File: src/rtl/bus_rr_arbiter_if.sv
// Bus arbitration interface: requester levels in, registered one-hot grant out.
// master = requester side, slave = arbiter side.
interface bus_rr_arbiter_if #(
  parameter int NREQ = 2,
  parameter int IDXW = 1
);
  logic [NREQ-1:0] bus_req;
  logic [NREQ-1:0] bus_gnt;
  logic            gnt_valid;
  logic [IDXW-1:0] gnt_idx;
  logic            starved;

  modport master (output bus_req, input bus_gnt, gnt_valid, gnt_idx, starved);
  modport slave  (input bus_req, output bus_gnt, gnt_valid, gnt_idx, starved);
endinterface

File: src/rtl/bus_rr_arbiter.sv
// Round-robin bus arbiter with bounded burst hold and starvation guard.
//
//   state | meaning
//   ------+---------------------------------------------
//   IDLE  | no grant outstanding
//   OWN   | grant held by requester rr_ptr_q
//
// The first grant after reset scans from index 0 (fresh_q), so a reset with
// every request high always restarts at requester 0; afterwards the scan
// starts one past the last granted index.
module bus_rr_arbiter #(
  parameter int NREQ       = 2,
  parameter int IDXW       = 1,
  parameter int MAXHOLD    = 4,
  parameter int STARVE_LIM = 6
) (
  input  logic            clock,
  input  logic            reset,
  bus_rr_arbiter_if.slave arb
);

  typedef enum logic {IDLE, OWN} state_t;

  state_t          state_q, state_d;
  logic [IDXW-1:0] rr_ptr_q, rr_ptr_d;
  logic [3:0]      hold_q, hold_d;
  logic [3:0]      wait_q [NREQ];
  logic [3:0]      wait_d [NREQ];
  logic [NREQ-1:0] gnt_q, gnt_d;
  logic            starved_q, starved_d;
  logic            fresh_q, fresh_d;

  logic [NREQ-1:0] req;
  logic            own;
  logic            other_req;
  logic            starve_hit;
  logic [IDXW-1:0] starve_idx;
  logic            rot_hit;
  logic [IDXW-1:0] rot_idx;
  logic [IDXW-1:0] pick_idx;
  logic [IDXW-1:0] cand_idx;
  logic            stay;
  logic            issue;
  int              cand;

  assign req = arb.bus_req;
  assign own = (state_q == OWN);

  // State and counter registers with synchronous reset.
  always_ff @(posedge clock) begin
    if (reset) begin
      state_q   <= IDLE;
      rr_ptr_q  <= '0;
      hold_q    <= '0;
      gnt_q     <= '0;
      starved_q <= 1'b0;
      fresh_q   <= 1'b1;
      for (int i = 0; i < NREQ; i++) wait_q[i] <= '0;
    end else begin
      state_q   <= state_d;
      rr_ptr_q  <= rr_ptr_d;
      hold_q    <= hold_d;
      gnt_q     <= gnt_d;
      starved_q <= starved_d;
      fresh_q   <= fresh_d;
      for (int i = 0; i < NREQ; i++) wait_q[i] <= wait_d[i];
    end
  end

  // Candidate search: starved requesters first (lowest index), else rotation.
  // While owning, the current owner is excluded from both searches.
  always_comb begin
    other_req  = 1'b0;
    starve_hit = 1'b0;
    starve_idx = '0;
    rot_hit    = 1'b0;
    rot_idx    = '0;
    cand       = 0;
    cand_idx   = '0;
    for (int i = NREQ - 1; i >= 0; i--) begin
      if (req[i] && !(own && (IDXW'(i) == rr_ptr_q))) begin
        other_req = 1'b1;
        if (wait_q[i] == 4'(STARVE_LIM)) begin
          starve_hit = 1'b1;
          starve_idx = IDXW'(i);
        end
      end
    end
    for (int k = 0; k < NREQ; k++) begin
      cand     = fresh_q ? k : (int'(rr_ptr_q) + 1 + k) % NREQ;
      cand_idx = IDXW'(cand);
      if (!rot_hit && req[cand_idx] && !(own && (cand_idx == rr_ptr_q))) begin
        rot_hit = 1'b1;
        rot_idx = cand_idx;
      end
    end
    pick_idx = starve_hit ? starve_idx : rot_idx;
    stay     = own && req[rr_ptr_q] && (hold_q < 4'(MAXHOLD)) && !starve_hit;
  end

  // Next-state logic.
  always_comb begin
    state_d = state_q;
    case (state_q)
      IDLE:    if (|req) state_d = OWN;
      OWN:     if (!stay && !other_req && !req[rr_ptr_q]) state_d = IDLE;
      default: state_d = IDLE;
    endcase
  end

  // Grant, pointer, hold and wait counter updates.
  always_comb begin
    gnt_d     = '0;
    rr_ptr_d  = rr_ptr_q;
    hold_d    = hold_q;
    starved_d = 1'b0;
    fresh_d   = fresh_q;
    issue     = 1'b0;
    case (state_q)
      IDLE: begin
        if (|req) begin
          issue     = 1'b1;
          hold_d    = 4'd1;
          starved_d = starve_hit;
        end else begin
          hold_d = '0;
        end
      end
      OWN: begin
        if (stay) begin
          gnt_d  = gnt_q;
          hold_d = hold_q + 4'd1;
        end else if (other_req) begin
          issue     = 1'b1;
          hold_d    = 4'd1;
          starved_d = starve_hit;
        end else if (req[rr_ptr_q]) begin
          gnt_d  = gnt_q;
          hold_d = 4'd1;
        end else begin
          hold_d = '0;
        end
      end
      default: hold_d = '0;
    endcase
    if (issue) begin
      gnt_d    = NREQ'(1) << pick_idx;
      rr_ptr_d = pick_idx;
      fresh_d  = 1'b0;
    end
    for (int i = 0; i < NREQ; i++) begin
      if (gnt_q[i] || !req[i])               wait_d[i] = '0;
      else if (wait_q[i] < 4'(STARVE_LIM))  wait_d[i] = wait_q[i] + 4'd1;
      else                                  wait_d[i] = wait_q[i];
    end
  end

  assign arb.bus_gnt   = gnt_q;
  assign arb.gnt_valid = |gnt_q;
  assign arb.gnt_idx   = rr_ptr_q;
  assign arb.starved   = starved_q;

endmodule
File: src/flat_wrapper.sv
// flat-port wrapper written by rule: the top's interface ports become plain ports
module bus_rr_arbiter_flat 
#(
  parameter int NREQ       = 2,
  parameter int IDXW       = 1,
  parameter int MAXHOLD    = 4,
  parameter int STARVE_LIM = 6
)
  (clock, reset, arb_bus_req, arb_bus_gnt, arb_gnt_valid, arb_gnt_idx, arb_starved);
  bus_rr_arbiter_if #(.NREQ(NREQ), .IDXW(IDXW)) arb_i ();
  input  logic clock;
  input  logic reset;
  input wire logic [$bits(arb_i.bus_req)-1:0] arb_bus_req;
  output wire logic [$bits(arb_i.bus_gnt)-1:0] arb_bus_gnt;
  output wire logic [$bits(arb_i.gnt_valid)-1:0] arb_gnt_valid;
  output wire logic [$bits(arb_i.gnt_idx)-1:0] arb_gnt_idx;
  output wire logic [$bits(arb_i.starved)-1:0] arb_starved;
  assign arb_i.bus_req = arb_bus_req;
  assign arb_bus_gnt = arb_i.bus_gnt;
  assign arb_gnt_valid = arb_i.gnt_valid;
  assign arb_gnt_idx = arb_i.gnt_idx;
  assign arb_starved = arb_i.starved;
  bus_rr_arbiter #(.NREQ(NREQ), .IDXW(IDXW), .MAXHOLD(MAXHOLD), .STARVE_LIM(STARVE_LIM)) u_core (.clock(clock), .reset(reset), .arb(arb_i));
endmodule
File: config.mk
export PLATFORM = sky130hd
export DESIGN_NAME = bus_rr_arbiter_flat
export DESIGN_NICKNAME = d
export VERILOG_FILES = /design/src/rtl/bus_rr_arbiter_if.sv /design/src/rtl/bus_rr_arbiter.sv /design/src/flat_wrapper.sv
export SDC_FILE = /design/constraint.sdc
export NUM_CORES = 1
export LEC_CHECK = 0
export CAP_MARGIN = 20
export CELL_PAD_IN_SITES_DETAIL_PLACEMENT = 1
export CELL_PAD_IN_SITES_GLOBAL_PLACEMENT = 1
export CORE_ASPECT_RATIO = 1.2
export CORE_MARGIN = 1.5
export CORE_UTILIZATION = 43
export DETAILED_ROUTE_END_ITERATION = 6
export GPL_TIMING_DRIVEN = 0
export PLACE_DENSITY = 0.89
export SYNTH_ARGS = -nofsm -noshare
export SYNTH_HDL_FRONTEND = slang
export SYNTH_SLANG_ARGS = --single-unit
File: constraint.sdc
create_clock -name clock -period 2.3 [get_ports clock]
set_clock_uncertainty 0.05 [all_clocks]
set_input_delay 0.46 -clock clock [delete_from_list [all_inputs] [get_ports clock]]
set_output_delay 0.46 -clock clock [all_outputs]
set_load 0.02 [all_outputs]
==> results.cfg <==
[worst_setup_path]
reg2regPathDepth = 6
arrival_ns = 2.12
r2r-start = u_core.wait_q[0][0]
critPathBufInv = 1
max_stage_delay_ns = 0.59
worstPathRequired_ns = 2.45
cp-end-kind = flip-flop
cp_max_fo = 6
rrSetupSlack_ns = 0.55
crit_slowest_cell = clkdlybuf4s50_1
crit_type = input pin to flip-flop
worstReg2RegEnd = u_core.arb.bus_gnt[1]
startpoint_type = input pin
crit_chain = clkdlybuf4s50_1 > mux2i_1 > or4_4 > o22a_1 > o32ai_1
cp_top_family = buffers and inverters

[grt]
antenna_found_initial = 0
grt_use_total = 0.172
first_global_vias = 648
grt_start_max_net_pins = 11
globalRouteOverflowTotal = 0
grt_pass1_wl_mm = 2.82

[timing]
grt_setup_unrepaired = false
timing.final.ws_setup_ns = 0.328
finalCritPeriodShare = 0.857
maxSlewViolCount = 0
period_minus_slack_ns = 1.97
tns_ns = 0
setup_viol = 0
fmax_mhz = 507
hold_viol_final = 0

[synthesis]
syn_nets = 93
ys_ff_latch = 18
synthArstFlopShare = 0
synthTopCellsByArea = dfxtp_1, ha_1, a21oi_1
synth_top_area_frac = 0.450
synth_ff_type = dfxtp_1
ys_types = 33
synth_edf_count = 0
syn_area_per_cell_um2 = 9.53
yosys_warnings = 0
synth_largest_area_cell = dfxtp_1
post_synth_inst_count = 84
ys_seq_area_frac = 0.450
syn_area_um2 = 801

[cts]
numCtsBuffers = 3
htree_num_levels = 1
clk_latency_ns = 0.29
root_buffer = clkbuf_4
post_cts_buffers = 0
cts_max_path_buffers = 2
cts_resized = 0
clock-sinks = 18
tritoncts = yes
hold_buffers = 0
cts.clk_slew.worst_paths_ns = 0.11

[layout]
multiInputGateArea_um2 = 410
final-seq-area_um2 = 360
diodes = 0
drive_gt1_frac = 0.0833
mostFrequentLayoutCell = dfxtp_1
final_cell_mix = dfxtp_1, inv_1, clkdlybuf4s50_1
area_growth_pct = 17.3
final_nets = 106
fill_cells = 202

[pwr]
vdd_drop_max_mv = 0.356
swShare = 0.252
powerDensity_mw_per_mm2 = 656
power_frac_seq = 0.547
power_leakage_nw = 0.372
pwr-share-clk = 0.320
p_int_mw = 0.461
combPwrFrac = 0.133
power_switching_mw = 0.155

[detailed_routing]
dr.pass1.iters = 4
viasPerCell = 5.60
post_drt_wl_per_cell_um = 13.8
via_count = 638
wl_mm = 1.58
drt-initial-drc-count = 11
detail-route-antenna-nets = 0
drc = 0

[placement]
dp_slack_ns = 0.00649
dp.final_hpwl_mm = 1.25
io_buffers = 8
gp_congestion = 0.747

[floorplanning]
die_h_um = 50.3
io_pins = 9
die-area_mm2 = 0.00213
rows = 16
core-area_mm2 = 0.00168
start_util = 0.476
fp.dieW_um = 42.4

[hold_path]
worstHoldPathType = flip-flop to flip-flop
min-delay-start = u_core.hold_q[0]
hold_depth = 1
hold_path_end = u_core.hold_q[0]

[run]
cap_violations = 0

[status]
status = completed
-- per-layer routing --
metal | track usage | routed length (um) | vias to the layer above
met1 | 0.217 | 740 | 309
met5 | 0 | 0 | -
met3 | 0.0216 | 28 | 2
met2 | 0.290 | 794 | 6
met4 | 0.0781 | 13 | 0
li1 | - | - | 321
-- metrics by stage --
| step | instances | hold slack, ns | total power, mW | area [um2] | util |
|---|---|---|---|---|---|
| final | 114 | 0.415 | 0.617 | 940 | 0.559 |
| after global routing | 114 | 0.438 | 0.640 | 940 | 0.559 |
| after CTS | 114 | 0.421 | 0.620 | 940 | 0.559 |
| after detailed placement | 110 | 0.399 | 0.427 | 903 | 0.537 |
| after global placement | 110 | 0.389 | 0.424 | 903 | 0.537 |
| after floorplan | 84 | 0.373 | 0.392 | 801 | - |
-- cell usage after synthesis, drive strengths merged (2+ instances only) --
cell / count
nor2: 7
nor4bb: 2
nand2: 3
a21boi: 2
dfxtp: 18
ha: 5
o32ai: 2
a21oi: 6
inv: 8
nor3: 2
xnor2: 3
o21ai: 4
nand3: 2
mux2i: 3
-- power groups by stage --
stage,combinational [mW],sequential [mW],clock [mW]
4_1_cts,0.0827,0.338,0.200
3_5_place_dp,0.0822,0.345,0
2_1_floorplan,0.0445,0.348,0
5_1_grt,0.0910,0.340,0.209
6_report,0.0820,0.337,0.197
3_3_place_gp,0.0800,0.344,0
-- worst reg2reg max path, delay by kind of cell, from the launching register on --
kind / cells / cell delay (ns)
AO/OA/AOI/OAI: 3 / 0.79
flip-flops: 1 / 0.38
buffers and inverters: 1 / 0.06
AND/OR/NAND/NOR: 1 / 0.20
adder cells (fa/ha/maj): 1 / 0.18
-- sequential cells by signal, indices dropped and copies added (netlist names) --
signal,count
u_core.arb.gnt_idx,1
u_core.arb.bus_gnt,2
u_core.hold_q,4
u_core.own,1
u_core.wait_q,8
u_core.fresh_q,1
u_core.arb.starved,1
-- worst max path at each step --
stage                       start               endpoint  cells past startpoint
4_1_cts            arb_bus_req[0]  u_core.arb.bus_gnt[1]                      5
5_1_grt            arb_bus_req[0]  u_core.arb.bus_gnt[1]                      5
6_report           arb_bus_req[0]  u_core.arb.bus_gnt[1]                      5
3_5_place_dp       arb_bus_req[0]  u_core.arb.bus_gnt[1]                      5
3_3_place_gp       arb_bus_req[0]  u_core.arb.bus_gnt[1]                      5
2_1_floorplan  u_core.arb.gnt_idx  u_core.arb.bus_gnt[0]                      4
-- cell type report --
cell class	instances	area share
sequential	18	0.383
clock buffer	4	0.0386
timing repair buffer	8	0.0852
inverter	8	0.0320
tap	18	0.0240
multi-input combinational	58	0.437
-- logic make-up (layout without fill, tap and decap cells) --
| logic type | after synthesis | after routing | synth area share |
|---|---|---|---|
| AND/OR/NAND/NOR | 27 | 27 | 0.198 |
| AO/OA/AOI/OAI | 19 | 19 | 0.161 |
| flip-flops | 18 | 18 | 0.450 |
| buffers and inverters | 8 | 20 | 0.0375 |
| adder cells (fa/ha/maj) | 5 | 5 | 0.0781 |
| XOR/XNOR | 3 | 3 | 0.0328 |
| multiplexers | 3 | 3 | 0.0375 |
| other | 1 | 1 | 0.00468 |
No activity file was read; power rests on OpenSTA's default activity.
